File: src/rtl/gf_dec_to_pow_if.sv
// Read port bundle for the GF(2^8) decimal-to-power log table.
// The master issues reads; the slave returns codes and build status.
interface gf_dec_to_pow_if;
  logic       re;
  logic [7:0] address_read;
  logic [7:0] data_out;
  logic       rd_valid;
  logic       ready;

  modport master (
    output re,
    output address_read,
    input  data_out,
    input  rd_valid,
    input  ready
  );

  modport slave (
    input  re,
    input  address_read,
    output data_out,
    output rd_valid,
    output ready
  );
endinterface

File: src/rtl/gf_dec_to_pow.sv
// GF(2^8) decimal-to-power converter: builds its log table after reset
// by stepping alpha^i, then serves registered single-cycle lookups.
module gf_dec_to_pow #(
  parameter int unsigned address_width = 8,
  parameter int unsigned data_width    = 8,
  parameter logic [8:0]  prim_poly     = 9'h11D
) (
  input  logic             clk,
  input  logic             reset,
  gf_dec_to_pow_if.slave   bus
);

  localparam int unsigned DEPTH = 2 ** address_width;

  typedef enum logic [1:0] {
    S_ZERO,
    S_FILL,
    S_READY
  } state_t;

  state_t                   state_q, state_d;
  logic [address_width-1:0] elem_q, elem_d;
  logic [data_width-1:0]    cnt_q, cnt_d;
  logic [data_width-1:0]    dout_q, dout_d;
  logic                     vld_q, vld_d;
  logic                     rdy_q, rdy_d;

  logic                     we;
  logic [address_width-1:0] waddr;
  logic [data_width-1:0]    wdata;

  logic [data_width-1:0]    mem [DEPTH];

  always_comb begin
    state_d = state_q;
    elem_d  = elem_q;
    cnt_d   = cnt_q;
    dout_d  = dout_q;
    vld_d   = 1'b0;
    rdy_d   = rdy_q;
    we      = 1'b0;
    waddr   = elem_q;
    wdata   = cnt_q;
    unique case (state_q)
      S_ZERO: begin
        we      = 1'b1;
        waddr   = '0;
        wdata   = '0;
        elem_d  = address_width'(1);
        cnt_d   = data_width'(1);
        state_d = S_FILL;
      end
      S_FILL: begin
        we     = 1'b1;
        // multiply by alpha, reduced by the primitive polynomial
        elem_d = {elem_q[address_width-2:0], 1'b0}
               ^ (elem_q[address_width-1]
                  ? prim_poly[address_width-1:0]
                  : '0);
        cnt_d  = cnt_q + 1'b1;
        if (cnt_q == '1) begin
          state_d = S_READY;
          rdy_d   = 1'b1;
        end
      end
      S_READY: begin
        if (bus.re) begin
          dout_d = mem[bus.address_read];
          vld_d  = 1'b1;
        end
      end
      default: state_d = S_ZERO;
    endcase
  end

  always_ff @(posedge clk or negedge reset) begin
    if (!reset) begin
      state_q <= S_ZERO;
      elem_q  <= address_width'(1);
      cnt_q   <= '0;
      dout_q  <= '0;
      vld_q   <= 1'b0;
      rdy_q   <= 1'b0;
    end else begin
      state_q <= state_d;
      elem_q  <= elem_d;
      cnt_q   <= cnt_d;
      dout_q  <= dout_d;
      vld_q   <= vld_d;
      rdy_q   <= rdy_d;
    end
  end

  // table storage survives reset; every rebuild overwrites all entries
  always_ff @(posedge clk) begin
    if (we) mem[waddr] <= wdata;
  end

  assign bus.data_out = dout_q;
  assign bus.rd_valid = vld_q;
  assign bus.ready    = rdy_q;

endmodule

File: src/flat_wrapper.sv
// flat-port wrapper written by rule: the top's interface ports become plain ports
module gf_dec_to_pow_flat 
#(
  parameter int unsigned address_width = 8,
  parameter int unsigned data_width    = 8,
  parameter logic [8:0]  prim_poly     = 9'h11D
)
  (clk, reset, bus_re, bus_address_read, bus_data_out, bus_rd_valid, bus_ready);
  gf_dec_to_pow_if bus_i ();
  input  logic clk;
  input  logic reset;
  input wire logic [$bits(bus_i.re)-1:0] bus_re;
  input wire logic [$bits(bus_i.address_read)-1:0] bus_address_read;
  output wire logic [$bits(bus_i.data_out)-1:0] bus_data_out;
  output wire logic [$bits(bus_i.rd_valid)-1:0] bus_rd_valid;
  output wire logic [$bits(bus_i.ready)-1:0] bus_ready;
  assign bus_i.re = bus_re;
  assign bus_i.address_read = bus_address_read;
  assign bus_data_out = bus_i.data_out;
  assign bus_rd_valid = bus_i.rd_valid;
  assign bus_ready = bus_i.ready;
  gf_dec_to_pow #(.address_width(address_width), .data_width(data_width), .prim_poly(prim_poly)) u_core (.clk(clk), .reset(reset), .bus(bus_i));
endmodule
File: config.mk
export PLATFORM = sky130hd
export DESIGN_NAME = gf_dec_to_pow_flat
export DESIGN_NICKNAME = d
export VERILOG_FILES = /design/src/rtl/gf_dec_to_pow_if.sv /design/src/rtl/gf_dec_to_pow.sv /design/src/flat_wrapper.sv
export SDC_FILE = /design/constraint.sdc
export NUM_CORES = 2
export LEC_CHECK = 0
export ABC_AREA = 1
export CAP_MARGIN = 40
export CORE_UTILIZATION = 25
export DETAILED_ROUTE_END_ITERATION = 16
export GPL_ROUTABILITY_DRIVEN = 0
export HOLD_SLACK_MARGIN = 0.1
export PLACE_DENSITY = 0.4
export SLEW_MARGIN = 15
export SYNTH_ARGS = -nofsm -noshare
export SYNTH_HDL_FRONTEND = slang
export SYNTH_SLANG_ARGS = --single-unit
File: constraint.sdc
create_clock -name clk -period 11.77 [get_ports clk]
set_input_delay 1.7655 -clock clk [delete_from_list [all_inputs] [get_ports clk]]
set_output_delay 1.7655 -clock clk [all_outputs]
set_load 0.05 [all_outputs]
# == Word-level counts from Yosys, hierarchy flattened ==
# Memories as Yosys holds them, arrays and structs flattened. A register that Yosys moved wholly into a read port is not among the register bits.
# Cells that the tools add are included.
# W data, S select, Z words.
# op_classes
n_addsub,1
n_eq_ne,4
muxes,12
n_bitwise,2
reduce_logical,7
# ops
cell,count
$pmux W8 S2,2
$mux W8,2
$add A8 B1 Y8 const B,1
$eq A8 B8 Y1 const B,1
$xor A8 B8 Y8,1
$pmux W2 S3,1
$reduce_and A2 Y1,3
$mux W1,5
$mux W5,1
$eq A2 B1 Y1 const B,1
$eq A2 B2 Y1 const B,1
$logic_not A2 Y1,1
$mux W2,1
$ne A2 B1 Y1 const B,1
$reduce_bool A2 Y1,1
$reduce_or A2 Y1,1
$logic_not A1 Y1,1
$not A1 Y1,1
# totals
ff_bits,20
mem_bits_rw,2048
input_bits,11
out_inout_bits,10
wordCells,32
mem_count,1
# mem_list
name,words,width,read_ports,rd_ports_with_merged_regs,write_ports,line,text
u_core.mem,256,8,1,1,1,gf_dec_to_pow.sv:32,logic [data_width-1:0] mem [DEPTH];

# == Depth between registers and ports, before layout ==
# logic_depth
ltp_word,5
depth_mapped,15
mapped_depth_nobuf,11

# == Least setup slack after synthesis ==
# Ideal clock, no wire load.
# synth_path
path_kind,register to register
start,register u_core.state_q[1]
end,memory u_core.mem[0][2] (data pin)
setup_time_ns,1.394
t_arrival_ns,6.607
t_required_ns,10.376
slack_ns,3.768
stages_incl_launch_ff,4
path_buffers,1
synth_period_minus_slack_ns,8.002
path_cell_list,dfrtp_1 -> nor2_2 -> buf_2 -> nor2_1
# synth_via
elab_chain_cells,2
# synth_lines
item,line,text
"start, declared",gf_dec_to_pow.sv:21,"state_t state_q, state_d;"
"start signal, assigned",gf_dec_to_pow.sv:85,state_q <= state_d;
$logic_not A2 Y1,gf_dec_to_pow.sv:44,unique case (state_q)
$mux W8,gf_dec_to_pow.sv:44,
net u_core.wdata[2],gf_dec_to_pow.sv:30,logic [data_width-1:0] wdata;
"end, declared",gf_dec_to_pow.sv:32,
# The timed path passes the listed nets, and every way through them passes these cells.

==> reports/summary.txt <==
Area growth syn-to-layout - 15.2%
Least-Margin Pin Slew - 1.15 ns
Ys Warns - 0
nets - 7082
clk slew on worst S/H paths - 0.06 ns
pin count of the biggest net entering global routing - 194
Final TNS setup - 0 ns
most frequent cells in the layout - nand2_1 (2090), edfxtp_1 (2048), nand3_1 (2044)
CTS Sinks - 2076
Worst Setup End Kind - flop
CTS tree - done
CP Data Arrival Time - 5.73 ns
die width - 583 um
clock tree buffer depth - 4
post-synthesis sequential area ratio - 0.738
Req. time, crit path - 12.60 ns
Synth Area in Compound Gates - 0.00178
f_max - 204 MHz
Mapped Cells - 7105
chip height - 583 um
Post-Place Cells - 11314
PwrDens - 162 nW/um^2
multiplexer share of the synthesized area - 0
CTS Hold Bufs - 0
crit start category - input pin
#FFs+latches synth - 2076
layout cells sized above 1 - 0.0758
Worst path most repeated cell - nand3_1
Core ar. - 334000 sq um
clock root cell - clkbuf_16
final hold vios - 0
hold crit path type - flop to flop
fin crit share - 0.416
via/cell ratio - 4.65
row cnt - 212
CTS Buf Count - 232
sequential power share - 0.508
1st-pass router iterations - 6
status - finished clean
Logic pwr share - 0.049
DP Area - 89900 sq um
FILL cells - 34141
Mapped Nets - 7117
Post-Synth Adder-Cell Area - 0.000148
post-route ant nets - 0
critical path fanouts, max - 193
IO Count - 21
static leakage - 0.0322 uW
CP max stage cell - buf_12
Mapped Area - 84300 sq um
vias in the first global route - 53238
CP delay by family, top - buffers and inverters
Psw - 3570 uW
Tot GR Track Use - 0.157
# Post-CTS Setup Buffers - 0
Skew-Pair Late Insertion Delay - 0.90 ns
Max Transition Viols Final - 0
H-Tree Depth - 4
Finished Cell Area - 97200 sq um
initial core utilization - 0.252
Avg WL per Cell - 23.3 um
HPWL after DPL - 151 mm
unrepaired setup endpoints after global routing - no
Die ar. - 340000 sq um
clk_skew - 0.0504 ns
Max-Cap Viols - 0
max incr delay on CP - 0.68 ns
syn_area_per_cell - 11.9 sq um
post-layout min period - 4.90 ns
initial DRC count - 4988
Simple-Gate Fraction of Synth Area - 0.229
final setup vio count - 0
CP Cell Sequence - buf_8 -> buf_4 -> buf_12 -> buf_4 -> nand2_1 -> nand3_1 -> nand3_1 -> nand3_1 -> nand3_1 -> nand3_1 -> nand3_1 -> nand3_1 -> nand3_1 -> nand2_1
WS Path Type - input pin to flop
main combinational cell family by area after synthesis - simple AND/OR/NAND/NOR gates
commonest non-fill, non-tap cell in the layout - nand2_1
final total power - 15700 uW
antenna violations before repair - 15
post-route DRC violation count - 0
CP bufs+invs - 4
buffers added on ports - 20
Max-slew headroom - 0.230
via count - 54723
fraction of power spent switching nets - 0.227
final std cells w/o fill - 11756
total grt overflow - 0
Max IR drop VDD - 0.109 mV
post-synth cell types - 25
first-pass GRT wire length - 396 mm
Post-CTS Resized - 0
Clock power frac - 0.443
final WL - 274 mm
Internal - 12200 uW
Synth Area in XOR/XNOR - 0
sequential cells by signal, summed over array words and instances, names as in the netlist:
signal and count:
u_core.bus.data_out 8, u_core.state_q 2, u_core.bus.ready 1, u_core.mem 2048, u_core.bus.rd_valid 1, u_core.cnt_q 8, u_core.elem_q 8
power groups by stage:
stage	Combinational [uW]	Sequential (uW)	Clock, uW
final	766	7990	6980
after global routing	840	7990	7410
after CTS	776	7990	7150
after detailed placement	775	8150	0
after global placement	768	8150	0
after floorplan	489	8150	0
worst paths after layout:
kind	endpoint	startpoint	slack [ns]	cells past startpoint
min reg2reg	u_core.cnt_q[2]	u_core.cnt_q[2]	0.48	1
max in group asynchronous	u_core.elem_q[6]	reset	10.61	2
min in group asynchronous	u_core.bus.ready	reset	0.71	1
max	u_core.bus.data_out[1]	bus_address_read[0]	6.87	14
max reg2reg	u_core.mem[235][6]	u_core.state_q[1]	8.43	6
min	u_core.cnt_q[2]	u_core.cnt_q[2]	0.48	1
per-layer routing:
metal | GRT usage | vias to the layer above | part of all wire
li1 | - | 25200 | -
met4 | 0.0360 | 0 | 0.022
met2 | 0.260 | 1459 | 0.48
met3 | 0.0192 | 329 | 0.051
met1 | 0.219 | 27735 | 0.45
met5 | 0 | - | 0
through the flow:
step | setup slack [ns] | util | hold slack, ns
2_1_floorplan | 3.77 | - | 0.451
3_3_place_gp | 5.88 | 0.265 | 0.473
3_5_place_dp | 6.04 | 0.269 | 0.474
4_1_cts | 7.00 | 0.290 | 0.483
5_1_grt | 6.72 | 0.291 | 0.499
6_report | 6.87 | 0.291 | 0.485
synth_stat cells:
master,count,share of area
inv_2,3,0.00013
clkinv_1,1,0.000044
clkbuf_1,83,0.0037
nor2_2,1,0.000074
a22oi_1,1,0.000089
nor3_1,5,0.00030
dfrtp_1,27,0.0080
buf_2,301,0.018
a21o_1,2,0.00018
nand3_1,2044,0.12
a31oi_1,3,0.00022
edfxtp_1,2048,0.73
o21ai_0,11,0.00065
ha_1,1,0.00015
inv_1,51,0.0023
o22ai_1,7,0.00052
nand2_1,2106,0.094
nor4_1,3,0.00022
buf_1,54,0.0024
buf_4,31,0.0028
a21oi_1,2,0.00012
dfstp_2,1,0.00031
inv_4,1,0.000074
nor2_1,302,0.013
buf_6,16,0.0021
kinds of logic (layout without fill, tap and decap cells):
logic type / count (synthesis) / in the layout
fa+ha+maj: 1 / 1
buf+inv: 541 / 693
other cells: 0 / 5
compound gates: 26 / 26
flops: 2076 / 2076
simple gates: 4461 / 4461
area by class of cell:
type / instances / area (sq um) / share of cell area
multi-input cells: 4488 / 19600 / 0.201
diodes: 5 / 12.5 / 0.000129
flip-flops and latches: 2076 / 62200 / 0.640
repair buffers: 216 / 2360 / 0.0243
clock buffers: 300 / 6200 / 0.0638
inverters: 56 / 251 / 0.00259
well taps: 4494 / 5620 / 0.0579
clock inverters: 121 / 952 / 0.00980
Note: power is estimated with default switching activity, not from simulation.
